--- src/rtl/alu4_ctrl_pkg.sv ---
// Shared opcodes, flag bit positions, FSM states and command record for the alu4 execution stage.
package alu4_ctrl_pkg;

  localparam logic [2:0] OP_NOTA = 3'b000;
  localparam logic [2:0] OP_NOTB = 3'b001;
  localparam logic [2:0] OP_AND  = 3'b010;
  localparam logic [2:0] OP_OR   = 3'b011;
  localparam logic [2:0] OP_XOR  = 3'b100;
  localparam logic [2:0] OP_XNOR = 3'b101;
  localparam logic [2:0] OP_ADD  = 3'b110;
  localparam logic [2:0] OP_SUB  = 3'b111;

  localparam int unsigned FLG_C = 3;
  localparam int unsigned FLG_N = 2;
  localparam int unsigned FLG_Z = 1;
  localparam int unsigned FLG_V = 0;

  typedef enum logic [1:0] {
    StIdle = 2'd0,
    StRead = 2'd1,
    StExec = 2'd2
  } state_e;

  typedef struct packed {
    logic       ld;
    logic [2:0] op;
    logic [1:0] rd;
    logic [1:0] ra;
    logic [1:0] rb;
    logic [3:0] imm;
  } cmd_t;

  function automatic logic [3:0] pack_flags(input logic c, input logic n, input logic z,
                                            input logic v);
    logic [3:0] f;
    f        = '0;
    f[FLG_C] = c;
    f[FLG_N] = n;
    f[FLG_Z] = z;
    f[FLG_V] = v;
    return f;
  endfunction

endpackage

--- src/rtl/alu4_ctrl_if.sv ---
// Command handshake, writeback status and debug read port of the alu4 execution stage.
interface alu4_ctrl_if;
  logic       cmd_valid;
  logic       cmd_ready;
  logic       cmd_ld;
  logic [2:0] cmd_op;
  logic [1:0] cmd_rd;
  logic [1:0] cmd_ra;
  logic [1:0] cmd_rb;
  logic [3:0] cmd_imm;
  logic       done;
  logic [3:0] wb_data;
  logic [3:0] flags;
  logic [1:0] dbg_addr;
  logic [3:0] dbg_data;

  modport master (
    output cmd_valid, cmd_ld, cmd_op, cmd_rd, cmd_ra, cmd_rb, cmd_imm, dbg_addr,
    input  cmd_ready, done, wb_data, flags, dbg_data
  );

  modport slave (
    input  cmd_valid, cmd_ld, cmd_op, cmd_rd, cmd_ra, cmd_rb, cmd_imm, dbg_addr,
    output cmd_ready, done, wb_data, flags, dbg_data
  );
endinterface

--- src/rtl/alu4.sv ---
// Combinational 4-bit ALU: eight logic/arithmetic ops with carry, negative, zero, overflow flags.
module alu4
  import alu4_ctrl_pkg::*;
(
  input  logic [3:0] a,
  input  logic [3:0] b,
  input  logic [2:0] op,
  output logic [3:0] result,
  output logic       c,
  output logic       n,
  output logic       z,
  output logic       v
);

  logic [3:0] b_inv;
  logic [4:0] sum;

  assign b_inv = ~b;

  always_comb begin
    result = '0;
    c      = 1'b0;
    v      = 1'b0;
    sum    = '0;
    case (op)
      OP_NOTA: result = ~a;
      OP_NOTB: result = ~b;
      OP_AND:  result = a & b;
      OP_OR:   result = a | b;
      OP_XOR:  result = a ^ b;
      OP_XNOR: result = ~(a ^ b);
      OP_ADD: begin
        sum    = {1'b0, a} + {1'b0, b};
        result = sum[3:0];
        c      = sum[4];
        v      = (a[3] == b[3]) && (sum[3] != a[3]);
      end
      OP_SUB: begin
        // Subtract as A + ~B + 1 so carry means "no borrow".
        sum    = {1'b0, a} + {1'b0, b_inv} + 5'd1;
        result = sum[3:0];
        c      = sum[4];
        v      = (a[3] == b_inv[3]) && (sum[3] != a[3]);
      end
      default: result = '0;
    endcase
  end

  assign n = result[3];
  assign z = (result == 4'd0);

endmodule

--- src/rtl/alu4_ctrl.sv ---
// Three-state execution stage: accept a command, read operands, run alu4 and write back.
module alu4_ctrl
  import alu4_ctrl_pkg::*;
(
  input  logic         clk,
  input  logic         reset_n,
  alu4_ctrl_if.slave   bus
);

  state_e     state_q;
  cmd_t       cmd_q;
  cmd_t       cmd_in;
  logic [3:0] rf_q [4];
  logic [3:0] a_q;
  logic [3:0] b_q;
  logic       ready_q;
  logic       done_q;
  logic [3:0] wb_q;
  logic [3:0] flags_q;

  logic [3:0] alu_result;
  logic       alu_c;
  logic       alu_n;
  logic       alu_z;
  logic       alu_v;
  logic [3:0] alu_flags;
  logic [3:0] wb_val;

  assign cmd_in = '{
    ld:  bus.cmd_ld,
    op:  bus.cmd_op,
    rd:  bus.cmd_rd,
    ra:  bus.cmd_ra,
    rb:  bus.cmd_rb,
    imm: bus.cmd_imm
  };

  alu4 u_alu4 (
    .a      (a_q),
    .b      (b_q),
    .op     (cmd_q.op),
    .result (alu_result),
    .c      (alu_c),
    .n      (alu_n),
    .z      (alu_z),
    .v      (alu_v)
  );

  assign alu_flags = pack_flags(alu_c, alu_n, alu_z, alu_v);
  // A load carries its immediate through the A operand register.
  assign wb_val    = cmd_q.ld ? a_q : alu_result;

  always_ff @(posedge clk or negedge reset_n) begin
    if (!reset_n) begin
      state_q <= StIdle;
      cmd_q   <= '0;
      a_q     <= '0;
      b_q     <= '0;
      ready_q <= 1'b1;
      done_q  <= 1'b0;
      wb_q    <= '0;
      flags_q <= '0;
      for (int i = 0; i < 4; i++) begin
        rf_q[i] <= '0;
      end
    end else begin
      done_q <= 1'b0;
      unique case (state_q)
        StIdle: begin
          if (bus.cmd_valid) begin
            cmd_q   <= cmd_in;
            ready_q <= 1'b0;
            state_q <= StRead;
          end
        end
        StRead: begin
          a_q     <= cmd_q.ld ? cmd_q.imm : rf_q[cmd_q.ra];
          b_q     <= rf_q[cmd_q.rb];
          state_q <= StExec;
        end
        StExec: begin
          rf_q[cmd_q.rd] <= wb_val;
          wb_q           <= wb_val;
          done_q         <= 1'b1;
          if (!cmd_q.ld) begin
            flags_q <= alu_flags;
          end
          ready_q <= 1'b1;
          state_q <= StIdle;
        end
        default: begin
          ready_q <= 1'b1;
          state_q <= StIdle;
        end
      endcase
    end
  end

  assign bus.cmd_ready = ready_q;
  assign bus.done      = done_q;
  assign bus.wb_data   = wb_q;
  assign bus.flags     = flags_q;
  assign bus.dbg_data  = rf_q[bus.dbg_addr];

endmodule

--- src/flat_wrapper.sv ---
// flat-port wrapper written by rule: the top's interface ports become plain ports
module alu4_ctrl_flat import alu4_ctrl_pkg::*;
  (clk, reset_n, bus_cmd_valid, bus_cmd_ld, bus_cmd_op, bus_cmd_rd, bus_cmd_ra, bus_cmd_rb, bus_cmd_imm, bus_dbg_addr, bus_cmd_ready, bus_done, bus_wb_data, bus_flags, bus_dbg_data);
  alu4_ctrl_if bus_i ();
  input  logic clk;
  input  logic reset_n;
  input wire logic [$bits(bus_i.cmd_valid)-1:0] bus_cmd_valid;
  input wire logic [$bits(bus_i.cmd_ld)-1:0] bus_cmd_ld;
  input wire logic [$bits(bus_i.cmd_op)-1:0] bus_cmd_op;
  input wire logic [$bits(bus_i.cmd_rd)-1:0] bus_cmd_rd;
  input wire logic [$bits(bus_i.cmd_ra)-1:0] bus_cmd_ra;
  input wire logic [$bits(bus_i.cmd_rb)-1:0] bus_cmd_rb;
  input wire logic [$bits(bus_i.cmd_imm)-1:0] bus_cmd_imm;
  input wire logic [$bits(bus_i.dbg_addr)-1:0] bus_dbg_addr;
  output wire logic [$bits(bus_i.cmd_ready)-1:0] bus_cmd_ready;
  output wire logic [$bits(bus_i.done)-1:0] bus_done;
  output wire logic [$bits(bus_i.wb_data)-1:0] bus_wb_data;
  output wire logic [$bits(bus_i.flags)-1:0] bus_flags;
  output wire logic [$bits(bus_i.dbg_data)-1:0] bus_dbg_data;
  assign bus_i.cmd_valid = bus_cmd_valid;
  assign bus_i.cmd_ld = bus_cmd_ld;
  assign bus_i.cmd_op = bus_cmd_op;
  assign bus_i.cmd_rd = bus_cmd_rd;
  assign bus_i.cmd_ra = bus_cmd_ra;
  assign bus_i.cmd_rb = bus_cmd_rb;
  assign bus_i.cmd_imm = bus_cmd_imm;
  assign bus_i.dbg_addr = bus_dbg_addr;
  assign bus_cmd_ready = bus_i.cmd_ready;
  assign bus_done = bus_i.done;
  assign bus_wb_data = bus_i.wb_data;
  assign bus_flags = bus_i.flags;
  assign bus_dbg_data = bus_i.dbg_data;
  alu4_ctrl u_core (.clk(clk), .reset_n(reset_n), .bus(bus_i));
endmodule
--- config.mk ---
export PLATFORM = sky130hd
export DESIGN_NAME = alu4_ctrl_flat
export DESIGN_NICKNAME = d
export VERILOG_FILES = /design/src/rtl/alu4_ctrl_pkg.sv /design/src/rtl/alu4_ctrl_if.sv /design/src/rtl/alu4.sv /design/src/rtl/alu4_ctrl.sv /design/src/flat_wrapper.sv
export SDC_FILE = /design/constraint.sdc
export NUM_CORES = 1
export LEC_CHECK = 0
export ABC_CLOCK_PERIOD_IN_PS = 3300
export BUFFER_PORTS_ARGS = -buffer_cell sky130_fd_sc_hd__buf_4
export CORE_ASPECT_RATIO = 1.75
export CORE_UTILIZATION = 32
export CTS_BUF_LIST = sky130_fd_sc_hd__clkbuf_2 sky130_fd_sc_hd__clkbuf_4 sky130_fd_sc_hd__clkbuf_8
export DETAILED_ROUTE_END_ITERATION = 10
export PLACE_DENSITY = 0.55
export SKIP_CTS_REPAIR_TIMING = 1
export SLEW_MARGIN = 0
export SYNTH_ARGS = -nofsm -noshare
export SYNTH_HDL_FRONTEND = slang
export SYNTH_SLANG_ARGS = --single-unit
--- constraint.sdc ---
create_clock -name clk -period 3.3 [get_ports clk]
set_input_delay 0.165 -clock clk [delete_from_list [all_inputs] [get_ports clk]]
set_output_delay 0.165 -clock clk [all_outputs]
set_load 0.1 [all_outputs]
==> parameters.txt <==
Parameter                              Value

Run status
  Outcome ... finished, final reports clean

Routing
  Count of unresolved DRC violations after routing ... 0
  Total wire length ... 7100 um
  Routed vias/inst ... approximately 4.9
  TritonRoute pass-1 iters ... 4
  Total vias in the final route ... 2061
  Final routed wire length divided by cell count ... 17.0 um
  Number of DRC markers in iteration 0 ... between 100 and 150
  Number of routed nets with antenna violations ... 0

STA
  Final Cycle Share ... 0.722
  Worst Hold Slack ... 63.2 ps
  Count of endpoints failing hold in the final timing report ... 0
  Final setup skew ... 10.0 ps
  RSZ-0062 raised after global routing ... no
  Pin slew with the least headroom to its limit ... 737 ps
  Max Transition Viols Final ... 0
  Post-layout min period ... 2380 ps
  Final Setup Violations ... 0
  Rel. slew slack ... 0.508
  Sum of negative setup slack ... 0 ps
  Achievable Freq ... between 400 and 500 MHz

Logic synthesis
  Number of enable-type register cells in the synthesized netlist ... 0
  Mean area per synthesized cell ... around 11 um2
  Synth Instances ... between 200 and 300
  Largest cells by area after synthesis ... sky130_fd_sc_hd__dfrtp_1 42%, sky130_fd_sc_hd__mux4_2 9.2%, sky130_fd_sc_hd__mux2_2 6.5%
  Primary flip-flop cell chosen by synthesis mapping ... sky130_fd_sc_hd__dfrtp_1
  Area of the mapped netlist ... just under 3000 um2
  Top cell type's share of synthesized area ... 0.416
  Distinct cells, synth ... 50
  Async SR Flop Fraction ... 1.00
  Synthesized Nets ... 297
  Total number of yosys warnings ... 0
  Register area share after synthesis ... 0.425
  Post-synthesis sequential element count ... 50
  Cell type contributing the most total cell area after synthesis ... sky130_fd_sc_hd__dfrtp_1

Critical path
  Type of destination of the critical path ... flop
  Critical path type ... reg2reg
  Highest net fanout along the worst path ... 5
  Arrival @ worst endpoint ... between 2000 and 3000 ps
  Worst endpoint required time ... 3540 ps
  Critical path launch point type ... flop

Finish
  FILL cells ... 945
  Number of antenna cells inserted ... 0
  Proportion of layout cells with a drive suffix above 1 ... 0.300
  Combined area of the multi-input logic cells ... 1580 um2
  Area added between synthesis and finish ... 15.2%
  Post-layout nets ... roughly 330
  Combined flip-flop and latch cell area ... 1250 um2
  Post-Layout Cell Count ... 417

Run
  # Max-Cap Violations ... 0

Place
  Cell total after placement ... a little over 400
  Total of buffers placed on input and output ports ... 32
  Final HPWL DP ... 5510 um
  Placer's final routability congestion estimate ... 0.851

Floorplanning
  Site row count ... 46
  I/O Pins ... 33
  Total die area ... 9620 um2
  Effective utilization at floorplan ... 0.329
  Placeable core area ... roughly 9000 um2
  Die W ... 74.6 um
  Die boundary height ... 129 um

Hold path
  Hold Path Class ... in2reg

Global route
  Antenna violations before repair ... 0
  Wire length of the first global-routing pass ... ~11000 um
  Number of global-route vias before repair ... 2122
  Largest net degree at the start of global routing ... approximately 50
  Gr usage total ... 0.164
  Remaining global-route overflow ... 0

Clock network
  Clock transition time at the flip-flop clock pins of the worst setup and hold paths ... ~90 ps
  Max clock buf depth ... 2
  Number of clock sinks ... 50
  Latest clock arrival within the worst-skew pair ... 310 ps
  CTS tree ... built
  Num CTS Buffers ... 5
  Cell at the root of the clock tree ... sky130_fd_sc_hd__clkbuf_8
  H-Tree Level Count ... 2

Power and ir drop
  Leak Pwr ... 1.48 nW
  PwrDens ... around 1000 nW/um2
  Max rail drop VDD ... 0.494 mV
[final timing paths]
| path | from | to | slack [ps] | depth (start not counted) |
|---|---|---|---|---|
| max in group asynchronous | reset_n | u_core.cmd_q[4] | 2420 | 2 |
| worst min register to register | u_core.bus.cmd_ready | u_core.bus.cmd_ready | 490 | 2 |
| worst max register to register | u_core.b_q[0] | u_core.rf_q[5] | 920 | 8 |
| worst min-delay path | bus_cmd_ld | u_core.cmd_q[13] | 60 | 3 |
| min in group asynchronous | reset_n | u_core.bus.done | 410 | 2 |
| worst max-delay path | u_core.b_q[0] | u_core.rf_q[5] | 920 | 8 |
[placed cells by master, fill, tap and decap left out, types with 4 or more instances in the layout]
cell type / instances
sky130_fd_sc_hd__a21oi_1: 13
sky130_fd_sc_hd__o21ai_1: 15
sky130_fd_sc_hd__mux2_2: 17
sky130_fd_sc_hd__nand2_1: 27
sky130_fd_sc_hd__clkbuf_8: 6
sky130_fd_sc_hd__inv_1: 13
sky130_fd_sc_hd__dfrtp_1: 49
sky130_fd_sc_hd__nor2_1: 16
sky130_fd_sc_hd__mux2i_1: 10
sky130_fd_sc_hd__nor2b_1: 7
sky130_fd_sc_hd__nand2b_1: 4
sky130_fd_sc_hd__mux4_2: 12
sky130_fd_sc_hd__buf_4: 35
sky130_fd_sc_hd__o21ai_0: 5
sky130_fd_sc_hd__ha_1: 12
[where the power goes]
group	total (W)	internal (W)	leakage [nW]	switching [W]
clock	0.000389	0.000178	0.0517	0.000211
sequential	0.00116	0.000850	0.614	0.000314
combinational	0.00198	0.000759	0.819	0.00122
[cells in the mapped netlist, types with 4 or more instances]
cell type                  instances
sky130_fd_sc_hd__mux4_2           12
sky130_fd_sc_hd__o21ai_0           5
sky130_fd_sc_hd__dfrtp_1          49
sky130_fd_sc_hd__a21oi_1          13
sky130_fd_sc_hd__inv_1            13
sky130_fd_sc_hd__mux2_2           17
sky130_fd_sc_hd__buf_2             4
sky130_fd_sc_hd__nand2_1          27
sky130_fd_sc_hd__o21ai_1          15
sky130_fd_sc_hd__nor2b_1           7
sky130_fd_sc_hd__nor2_1           16
sky130_fd_sc_hd__ha_1             12
sky130_fd_sc_hd__nand2b_1          4
sky130_fd_sc_hd__mux2i_1          10
[registers in the layout, indices dropped and copies added (netlist names)]
name,flops
u_core.a_q,4
u_core.bus.wb_data,4
u_core.state_q,2
u_core.bus.cmd_ready,1
u_core.bus.flags,4
u_core.bus.done,1
u_core.rf_q,16
u_core.b_q,4
u_core.cmd_q,14
[routing by layer]
layer  up-vias  wire (um)  GRT usage  part of all wire
li1       1009          -          -                 -
met1      1023       2530      0.174              0.36
met2        24       4310      0.313              0.61
met3         5        139     0.0218             0.020
met4         0        125     0.0633             0.018
met5         -          0          0                 0
[cell families (layout without fill, tap and decap cells)]
logic type,count (synthesis),count (layout),synth area share
simple gates,70,70,0.121
compound gates,62,62,0.145
flops,50,50,0.425
mux,40,40,0.196
buf+inv,25,58,0.0411
fa+ha+maj,14,14,0.0645
xor+xnor,3,3,0.00891
[cell type report]
cell class                      instances  share of cell area
Timing Repair Buffer                   36              0.0802
Inverter                               14              0.0155
Sequential cell                        50               0.368
Clock inverter                          1             0.00147
Tap cell                              120              0.0442
Multi-Input combinational cell        189               0.464
Clock buffer                            7              0.0265
[worst max-delay path, stage by stage (launching register included)]
cell,delay [ps]
sky130_fd_sc_hd__dfrtp_1,440
sky130_fd_sc_hd__ha_1,250
sky130_fd_sc_hd__inv_1,90
sky130_fd_sc_hd__fa_1,410
sky130_fd_sc_hd__or2_1,210
sky130_fd_sc_hd__a21o_1,180
sky130_fd_sc_hd__a32oi_1,290
sky130_fd_sc_hd__mux2i_1,250
sky130_fd_sc_hd__a21oi_1,200
[metrics by stage]
step	power [W]	utilization	setup slack, ps	cell area [um2]
finish	0.00353	0.379	916	3400
global route	0.00378	0.379	746	3400
global placement	0.00314	0.367	917	3290
CTS	0.00357	0.378	858	3390
floorplan	0.00271	-	1220	2950
detailed placement	0.00318	0.367	886	3290
(Power assumes the default switching activity.)
